==> src/rtl/bp_inflight_queue.sv <==
// bp_inflight_queue: in-order tracker of predicted branches from fetch to execute resolution, drives predictor training and wrong-path flush
module bp_inflight_queue #(
  parameter int DEPTH = 4,
  parameter int PC_W  = 12
) (
  input  logic                       clk,
  input  logic                       rst,
  input  logic                       fetch_branch,
  input  logic [PC_W-1:0]            fetch_pc,
  input  logic                       fetch_pred,
  input  logic                       resolve_valid,
  input  logic [PC_W-1:0]            resolve_pc,
  input  logic                       resolve_taken,
  input  logic                       squash,
  output logic                       branch_en_EX,
  output logic [PC_W-1:0]            PC_EX,
  output logic                       branch_result,
  output logic                       branch_correction,
  output logic                       fetch_stall,
  output logic [$clog2(DEPTH+1)-1:0] occupancy,
  output logic                       proto_err,
  output logic [15:0]                branch_cnt,
  output logic [15:0]                mispredict_cnt
);
  localparam int AW = $clog2(DEPTH);
  localparam int OW = $clog2(DEPTH+1);
  logic [PC_W-1:0]  pc_mem [DEPTH];
  logic [DEPTH-1:0] pred_mem;
  logic [AW-1:0]    rd_ptr, wr_ptr;
  logic empty, full, pop, mispred, kill, push, pc_bad;
  always_comb begin
    empty   = occupancy == '0;
    full    = occupancy == OW'(DEPTH);
    pop     = resolve_valid && !empty && !squash;
    mispred = pop && (pred_mem[rd_ptr] != resolve_taken);
    kill    = squash || mispred;
    push    = fetch_branch && !kill && (!full || pop);
    pc_bad  = resolve_valid && !squash && (empty || resolve_pc != pc_mem[rd_ptr]);
    fetch_stall = full;
  end
  always_ff @(posedge clk) begin
    if (push) begin
      pc_mem[wr_ptr]   <= fetch_pc;
      pred_mem[wr_ptr] <= fetch_pred;
    end
  end
  // any kill drops every remaining entry by snapping the read pointer to the write pointer
  always_ff @(posedge clk or negedge rst) begin
    if (!rst) begin
      rd_ptr            <= '0;
      wr_ptr            <= '0;
      occupancy         <= '0;
      branch_en_EX      <= 1'b0;
      PC_EX             <= '0;
      branch_result     <= 1'b0;
      branch_correction <= 1'b0;
      proto_err         <= 1'b0;
      branch_cnt        <= '0;
      mispredict_cnt    <= '0;
    end else begin
      rd_ptr            <= kill ? wr_ptr : rd_ptr + AW'(pop);
      wr_ptr            <= wr_ptr + AW'(push);
      occupancy         <= kill ? '0 : occupancy + OW'(push) - OW'(pop);
      branch_en_EX      <= pop;
      branch_correction <= mispred;
      proto_err         <= proto_err | pc_bad;
      if (pop) begin
        PC_EX         <= pc_mem[rd_ptr];
        branch_result <= resolve_taken;
      end
      if (pop && branch_cnt != 16'hFFFF) branch_cnt <= branch_cnt + 16'd1;
      if (mispred && mispredict_cnt != 16'hFFFF) mispredict_cnt <= mispredict_cnt + 16'd1;
    end
  end
endmodule
==> config.mk <==
export PLATFORM = sky130hd
export DESIGN_NAME = bp_inflight_queue
export DESIGN_NICKNAME = d
export VERILOG_FILES = /design/src/rtl/bp_inflight_queue.sv
export SDC_FILE = /design/constraint.sdc
export NUM_CORES = 1
export LEC_CHECK = 0
export CAP_MARGIN = 20
export CORE_MARGIN = 8
export CORE_UTILIZATION = 52
export DETAILED_ROUTE_END_ITERATION = 16
export PLACE_DENSITY = 0.89
export SLEW_MARGIN = 20
export SYNTH_ARGS = -nofsm -noshare
export SYNTH_HDL_FRONTEND = slang
export SYNTH_SLANG_ARGS = --single-unit
==> constraint.sdc <==
create_clock -name clk -period 3.9 [get_ports clk]
set_clock_uncertainty 0.05 [all_clocks]
set_input_delay 0.39 -clock clk [delete_from_list [all_inputs] [get_ports clk]]
set_output_delay 0.39 -clock clk [all_outputs]
set_load 0.1 [all_outputs]
Word-level counts from Yosys, hierarchy flattened
Memories as Yosys holds them, arrays and structs flattened.
Cells that the tools add are included.
Widths: inputs -> output; s select.
Cells by class
  add/sub/neg operators: 6
  reduce and logical (&&, ||, !) cells: 18
  eq/ne operators: 5
  bitwise operators: 1
  magnitude comparators: 3
  multiplexer cells: 9
Operator list (count)
  $add 16x1->16 const B: 2
  $ne 16x16->1 const B: 2
  $ne 12x12->1: 1
  $logic_and 1x1->1: 10
  $lt 2x3->1 const B: 2
  $add 2x1->2: 2
  $bwmux 4: 1
  $logic_not 1->1: 4
  $mux 1: 4
  $add 3x1->3: 1
  $eq 3x3->1 const B: 1
  $logic_not 3->1: 1
  $logic_or 1x1->1: 3
  $mux 3: 1
  $sub 3x1->3: 1
  $bmux 1 s2: 1
  $demux 1 s2: 1
  $ge 2x1->1 const B: 1
  $mux 2: 1
  $ne 1x1->1: 1
  $or 1x1->1: 1
Storage, ports and cells
  memory bits (writable): 48
  output and inout bits: 52
  memories kept: 1
  flip-flop bits (word level): 59
  word-level logic and storage cells: 54
  input bits: 31
Memory list
  pc_mem: depth 4, bits a word 12, read ports 1, clocked after Yosys merged registers in 0, write ports 1, line 27  | logic [PC_W-1:0] pc_mem [DEPTH];

Depth between registers and ports, before layout
Gate-level depths: netlist of run 1.
  depth after elaboration: 12
  depth in mapped cells: 11
  gate-level depth less buffers: 11

Worst setup path before layout of run 1
OpenSTA, ideal clock, no wires.
  kind: reg2reg
  start: register occupancy[1]
  end: memory pc_mem[1][0] (enable)
  clock period less this slack: 3375 ps
  path slack: 525 ps
  buffers on the path: 0
  cell stages (with the launch flop): 6
  library setup time: 402 ps
  arrival: 2923 ps
  data required time: 3448 ps
  cells stage by stage: dfrtp_1 -> or3_1 -> nand2_1 -> o21ba_2 -> o211ai_1 -> nor3b_1
Between the ends
  word-level cells in the longest chain between the ends: 11
  elaborated cells on any way between the ends: 14
  those cells by class: eq/ne: 1; mux: 2; reduce/logical: 11
Ends and longest elaborated chain
  start, declared: line 20  | output logic [$clog2(DEPTH+1)-1:0] occupancy,
  start signal, assigned: line 63  | occupancy <= kill ? '0 : occupancy + OW'(push) - OW'(pop);
  $logic_not 3->1: line 32  | empty = occupancy == '0;
  $logic_not 1->1: line 34  | pop = resolve_valid && !empty && !squash;
  $logic_and 1x1->1 (2 in a row): line 34
  $logic_and 1x1->1: line 35  | mispred = pop && (pred_mem[rd_ptr] != resolve_taken);
  $logic_or 1x1->1: line 36  | kill = squash || mispred;
  $logic_not 1->1: line 37  | push = fetch_branch && !kill && (!full || pop);
  $logic_and 1x1->1: line 37
  $logic_and 1x1->1 *: line 37
  $mux 1 *: line 42  | if (push) begin
  $mux 1 (implied by the code) *: line 43  | pc_mem[wr_ptr] <= fetch_pc;
  end, declared: line 27
Every way passes the cells marked *; elsewhere a longest branch is shown, timed or not.

Worst setup path after layout of run 1
  start: register rd_ptr[0]
  end: register pred_mem[0] (enable)
Between the ends
  word-level cells in the longest chain between the ends: 8
Ends and longest elaborated chain
  start, declared: line 29  | logic [AW-1:0] rd_ptr, wr_ptr;
  start signal, assigned: line 61  | rd_ptr <= kill ? wr_ptr : rd_ptr + AW'(pop);
  $bmux 1 s2: line 35
  $mux 1 (implied by the code): line 35
  $ne 1x1->1: line 35
  $logic_and 1x1->1: line 35
  $logic_or 1x1->1: line 36
  $logic_not 1->1: line 37
  $logic_and 1x1->1 (2 in a row): line 37
  end signal, assigned by index: line 44  | pred_mem[wr_ptr] <= fetch_pred;
  end, declared: line 28  | logic [DEPTH-1:0] pred_mem;
No other way between the ends. The select of a mux whose other input is x is not followed.
A chain may end at the register's enable or synchronous reset.

==> results of run 1 <==
-- power by group through the flow --
stage,sequential [uW],clock [uW],combinational (uW)
6_report,1550,697,1760
5_1_grt,1580,758,1850
4_1_cts,1550,713,1780
3_5_place_dp,1580,0,1770
3_3_place_gp,1570,0,1730
2_1_floorplan,2300,0,582
-- metrics by stage --
stage | hold WS (ps) | cells | utilization, %
6_report | 73.7 | 522 | 66.6
5_1_grt | 116 | 522 | 66.6
4_1_cts | 81.1 | 522 | 66.6
3_5_place_dp | 419 | 506 | 64.1
3_3_place_gp | 422 | 506 | 64.1
2_1_floorplan | 44.4 | 315 | -
-- state kept, by name (all words and copies together), names as in the netlist, 2 cells and up --
register,cells
branch_cnt,16
occupancy,3
pred_mem,4
pc_mem,48
PC_EX,12
rd_ptr,2
wr_ptr,2
mispredict_cnt,16
-- final cells by class --
cell class | count | area (um2) | share of cell area, %
clock buffers | 9 | 124 | 2.19
clock inverters | 7 | 91.3 | 1.61
flip-flops and latches | 107 | 2940 | 51.9
repair buffers | 89 | 868 | 15.3
inverters | 6 | 22.5 | 0.398
well taps | 108 | 135 | 2.39
multi-input cells | 196 | 1490 | 26.2
-- cells by family after synthesis --
group,Yosys count,share of synthesized area [%]
xor gates and xnor gates,47,9.38
adders and majority gates,6,1.85
muxes,16,7.39
DFF,107,65.8
and+or+nand+nor,115,12.2
AOI/OAI and AO/OA,12,2.18
buffers and inverters,12,1.20
-- metal layers --
layer / track usage, % / vias up / wire (um)
met3: 3.07 / 18 / 475
met5: 0 / - / 0
li1: - / 1330 / -
met4: 9.09 / 0 / 269
met1: 20.6 / 1403 / 3940
met2: 25.3 / 83 / 4430
-- cell usage in the layout, fill, tap and decap left out, types with 3 or more instances in the layout --
master           netlist  final
a21oi_1                5      5
and3_1                 3      3
and4_1                 6      6
buf_4                  0      7
clkbuf_8               0      9
clkdlybuf4s50_1        0     81
dfrtp_1               55     55
edfxtp_1              52     52
ha_1                   5      5
inv_1                  6      6
inv_8                  0      3
mux2_2                 3      3
mux4_2                12     12
nand2_1               53     53
nand3_1               10     10
nand4_1               12     12
nor2_1                14     14
nor3_1                 8      8
nor4_1                 3      3
xnor2_1               28     28
xor2_1                18     18
-- final timing paths --
check,start,slack [ps],endpoint,cells after the start
max,rd_ptr[0],1070,pred_mem[0],7
min,rst,70,mispredict_cnt[10],2
max reg2reg,rd_ptr[0],1070,pred_mem[0],7
min reg2reg,mispredict_cnt[10],450,mispredict_cnt[10],1
max in group asynchronous,rst,3280,rd_ptr[0],2
min in group clk,mispredict_cnt[10],450,mispredict_cnt[10],1
-- worst max-delay path: cells and delay by family (launching register included) --
kind / cells / cell delay [ps]
muxes: 1 / 560
buffers and inverters: 2 / 520
AOI/OAI and AO/OA: 2 / 500
DFF: 1 / 340
xor gates and xnor gates: 1 / 290
and+or+nand+nor: 1 / 260
==> results by group, run 1 <==
Global route
  • Initial antenna violation count: 0
  • Pin count of the biggest net entering global routing: 56
  • Grt ovf: 0
  • Vias in the first global route: about 2,900
  • First-pass GRT wire length: 14.5 mm
  • Global Route Usage Sum: 16.1%

Routing
  • Vias: 2,834
  • Post-Route WL: 9.11 mm
  • WL/cell: about 17 um
  • DRT Pass-1 Iters: 4
  • ANT nets after route: 0
  • Post-route DRC: 0
  • Via/cell ratio: 5.43
  • Initial drt markers: between 100 and 150

Power
  • Logic gate share of total power: 43.9%
  • Pint: around 2200 uW
  • Switch Pwr: approximately 1800 uW
  • Sw frac: 45.6%
  • Pwr dens: a little over 700 mW/mm2
  • Peak supply drop: 0.347 mV
  • Power share of the clock group: 17.4%
  • Pleak: 0.00224 uW
  • Tot Pwr: approximately 4000 uW
  • Seq pwr share: 38.7%

Place
  • Cell Area, Placed: 0.00545 mm2
  • Port Buffer Count: 82
  • Placer Congestion: 0.821
  • DP Worst Slack: approximately 1100 ps
  • Dpl hpwl: just under 7 mm

Layout
  • Fin nets: about 450
  • Fin area: around 0.0057 mm2
  • Area growth, synth to finish: 26.8%
  • Fill cells: 590
  • Layout cells sized above 1: 10.6%
  • # diodes: 0

STA
  • Rel. slew slack: 32.9%
  • Unrepaired setup endpoints after global routing: no
  • Slew @ Worst Pin: 1000 ps
  • Final setup vio count: 0
  • Fmax: approximately 350 MHz
  • TNS Setup: 0 ps
  • Final hold vios: 0
  • Slew Limit Fails: 0
  • Fin worst setup slack: between 1000 and 1500 ps
  • Fin crit period: roughly 2800 ps
  • Final period utilization: 72.5%

Worst setup path
  • Setup CP Type: reg2reg
  • CP most frequent cell: buf_4
  • Crit-path slowest cell: mux4_2
  • Max incr delay on CP: 560 ps
  • Startpoint Class: flip-flop
  • Worst Path Required: 3930 ps
  • CP arrival: 2850 ps
  • CP endpoint kind: flip-flop
  • Max FO, Critical Path: 14
  • Crit-path cells: buf_4 -> mux4_2 -> xnor2_2 -> o21ba_2 -> o211ai_1 -> nor3_1 -> buf_4

Yosys
  • Number of synthesis warnings: 0
  • Synth cell count leaders: 55 x dfrtp_1, 53 x nand2_1, 52 x edfxtp_1
  • Area leader, netlist: edfxtp_1
  • Area contributors post-synth: edfxtp_1 35%, dfrtp_1 31%, mux4_2 6.0%
  • Synth top area share: roughly a third
  • Most common cell in the netlist: dfrtp_1
  • Synth Register Bits: approximately 110
  • Synth Cell Area: 0.00447 mm2
  • Syn nets: 352
  • EDFF count, synth: 52
  • Post-synthesis sequential area ratio: 65.8%
  • Synth unique cells: 33
  • Gate count of the mapped netlist: 315
  • Async S/R FF share, synth: between 50 and 60%
  • Avg Cell Area, Syn: about 14 um2
  • Prevailing post-synth register cell: dfrtp_1

Hold path
  • Worst Hold Class: in2async

Die
  • Die Wd: 109 um
  • # IOs: 83
  • Placeable Area: 0.00851 mm2
  • Row Count: 34
  • Die Span Y: 109 um
  • Initial Utilization: a little over half
  • Die area: ~0.012 mm2

Clock network
  • Clock Tree Buf Depth: 2
  • Num Clock Sinks: around 110
  • CTS Buf Count: 9
  • Clock root cell: clkbuf_8
  • H-Tree Depth: 3
  • Worst-Skew Late Latency: 380 ps
  • CTS tree: yes
  • Clock Pin Slew Worst Setup and Hold Paths: roughly 120 ps
  • Post-CTS setup repair buffer count: 0
  • Post-CTS Resized: 0
  • Hold buffers post-CTS: 0

Run
  • Maxcap violations: 0

Run status
  • Outcome: complete, no violations
Note: power is estimated with default switching activity, not from simulation.
==> run 2: changes to the inputs <==
--- a/config.mk
+++ b/config.mk
@@ -7,9 +7,9 @@
 export LEC_CHECK = 0
 export CAP_MARGIN = 20
 export CORE_MARGIN = 8
-export CORE_UTILIZATION = 52
+export CORE_UTILIZATION = 47
 export DETAILED_ROUTE_END_ITERATION = 16
-export PLACE_DENSITY = 0.89
+export PLACE_DENSITY = 0.85
 export SLEW_MARGIN = 20
 export SYNTH_ARGS = -nofsm -noshare
 export SYNTH_HDL_FRONTEND = slang
==> constraint.sdc (replaced) <==
create_clock -name clk -period 2.4 [get_ports clk]
set_clock_uncertainty 0.05 [all_clocks]
set_input_delay 0.24 -clock clk [delete_from_list [all_inputs] [get_ports clk]]
set_output_delay 0.24 -clock clk [all_outputs]
set_load 0.1 [all_outputs]
==> results by group, run 2 (synthesized netlist as in run 1, its figures left out) <==
STA
  • Unrepaired setup endpoints after global routing: yes
  • Fin Hold WS: 344 ps
  • Slew Limit Fails: 0
  • Rel. slew slack: 61.4%
  • Final period utilization: 103%
  • Final setup vio count: 1
  • Fmax: 406 MHz
  • Fin crit period: around 2500 ps
  • Fin worst setup slack: -60.3 ps
  • Slew @ Worst Pin: 579 ps
  • Final hold vios: 0
  • TNS Setup: -60.3 ps

Place
  • Dpl hpwl: 7.33 mm
  • Port Buffer Count: 82
  • Cells after DPL: 540
  • Placer Congestion: 0.782

Worst setup path
  • Max incr delay on CP: 570 ps
  • Setup slack, reg-to-reg: -60 ps
  • Worst Path Required: 2610 ps
  • Crit path max-delay family: multiplexers
  • Crit-path slowest cell: mux4_2
  • Register-to-Register Path Depth: 9
  • Startpoint Class: flip-flop
  • Max FO, Critical Path: 3
  • Bufs and invs on worst path: 1
  • Setup CP Type: reg2reg
  • CP arrival: 2670 ps
  • CP endpoint kind: flip-flop
  • Crit-path cells: mux4_2 -> xnor2_4 -> o22ai_1 -> ha_1 -> inv_1 -> fa_2 -> xor2_1 -> xnor2_1 -> nor3_1
  • R2r endpoint: occupancy[2]
  • Crit Reg-Reg Startpoint: rd_ptr[0]

Layout
  • Multi-input gate area: 0.00155 mm2
  • Commonest non-fill, non-tap cell in the layout: buf_4
  • Register area: 0.00296 mm2
  • Final Util: 62.7%
  • Max reg flops: 48
  • Non-Filler Instances: 558
  • # diodes: 0
  • Area growth, synth to finish: 29.7%
  • Top Registers: pc_mem: 48 flops, branch_cnt: 16 flops, mispredict_cnt: 16 flops
  • Fin nets: 461
  • Layout cells sized above 1: 29.4%
  • Most frequent cells in the layout: 68 x buf_4, 52 x nand2_1, 52 x edfxtp_1
  • Biggest register: pc_mem
  • Fill cells: 692

Clock network
  • Clock Tree Buf Depth: 2
  • H-Tree Depth: 3
  • CTS Buf Count: 9
  • Clock root cell: clkbuf_8
  • CTS tree: yes
  • Clock Pin Slew Worst Setup and Hold Paths: ~110 ps
  • Num Clock Sinks: 107
  • Worst-Skew Late Latency: 370 ps

Routing
  • Post-route DRC: 0
  • Vias: 2,794
  • Initial drt markers: between 100 and 150
  • ANT nets after route: 0
  • Post-Route WL: 9.64 mm
  • DRT Pass-1 Iters: 4
  • WL/cell: 17.3 um
  • Via/cell ratio: 5.01

Power
  • Peak supply drop: 0.615 mV
  • Pwr dens: 1160 mW/mm2
  • Pleak: 0.00243 uW

Die
  • Placeable Area: 0.00924 mm2
  • Die area: 0.0129 mm2
  • Die Span Y: 114 um
  • Initial Utilization: 48.4%
  • Row Count: 35
  • Die Wd: ~110 um
  • # IOs: 83

Global route
  • Global Route Usage Sum: 15.3%
  • First-pass GRT wire length: 15.4 mm
  • Pin count of the biggest net entering global routing: 31
  • Grt ovf: 0
  • Vias in the first global route: 3,022
  • Initial antenna violation count: 0

Run status
  • Outcome: finished, violations left
  • Failing checks: negative setup slack

Run
  • Maxcap violations: 0

Hold path
  • Worst Hold Class: in2async
-- run 2: layer usage --
metal	vias up	global-route usage, %	part of all wire, %	wire length (um)
met3	8	4.23	4.1	395
li1	1353	-	-	-
met5	-	0	0	0
met1	1377	17.5	41	3930
met4	0	4.35	0.89	86
met2	56	27.3	54	5230
-- run 2: worst reg2reg max path, delay by kind of cell, from the launching register on --
family	cells	cell delay [ps]
AOI/OAI and AO/OA	1	170
xor gates and xnor gates	3	440
adders and majority gates	2	490
buffers and inverters	1	50
DFF	1	400
muxes	1	570
and+or+nand+nor	1	180
-- run 2: through the flow --
| stage | instance area [um2] | worst slack [ps] | total power [uW] |
|---|---|---|---|
| 2_1_floorplan | 4570 | -234 | 4810 |
| 3_3_place_gp | 5560 | 116 | 5530 |
| 3_5_place_dp | 5560 | -41.1 | 5600 |
| 4_1_cts | 5780 | -66.4 | 6740 |
| 5_1_grt | 5790 | -188 | 6980 |
| 6_report | 5790 | -60.3 | 6690 |
-- run 2: where the power goes --
group	internal, uW	total, uW	leakage [uW]	switching [uW]
Sequential	2250	2510	0.00118	253
Clock	503	1140	0.000108	632
Combinational	938	3050	0.00114	2110
Total	3690	6690	0.00243	3000
-- run 2: cell type report --
class | count | share of cell area [%]
sequential | 107 | 51.0
multi-input combinational | 196 | 26.7
timing repair buffer | 104 | 15.5
tap | 129 | 2.79
clock buffer | 9 | 2.14
clock inverter | 7 | 1.45
inverter | 6 | 0.389
-- run 2: worst max-delay path by stage --
stage	from	to	slack (ps)	cells after the start
global route	rd_ptr[0]	occupancy[2]	-190	9
CTS	rd_ptr[0]	occupancy[2]	-70	9
finish	rd_ptr[0]	occupancy[2]	-60	9
detailed placement	resolve_valid	occupancy[2]	-40	10
floorplan	rd_ptr[0]	pc_mem[1][0]	-230	5
global placement	rd_ptr[0]	pc_mem[1][9]	120	7
-- run 2: timing repair --
action / CTS / global route
gates resized for setup: 0 / 3
endpoints found under the hold margin: 25 / 0
buffers inserted: 0 / 1
cloned: 0 / 0
hold buffers: 1 / 0
endpoints found under the setup margin: 1 / 28
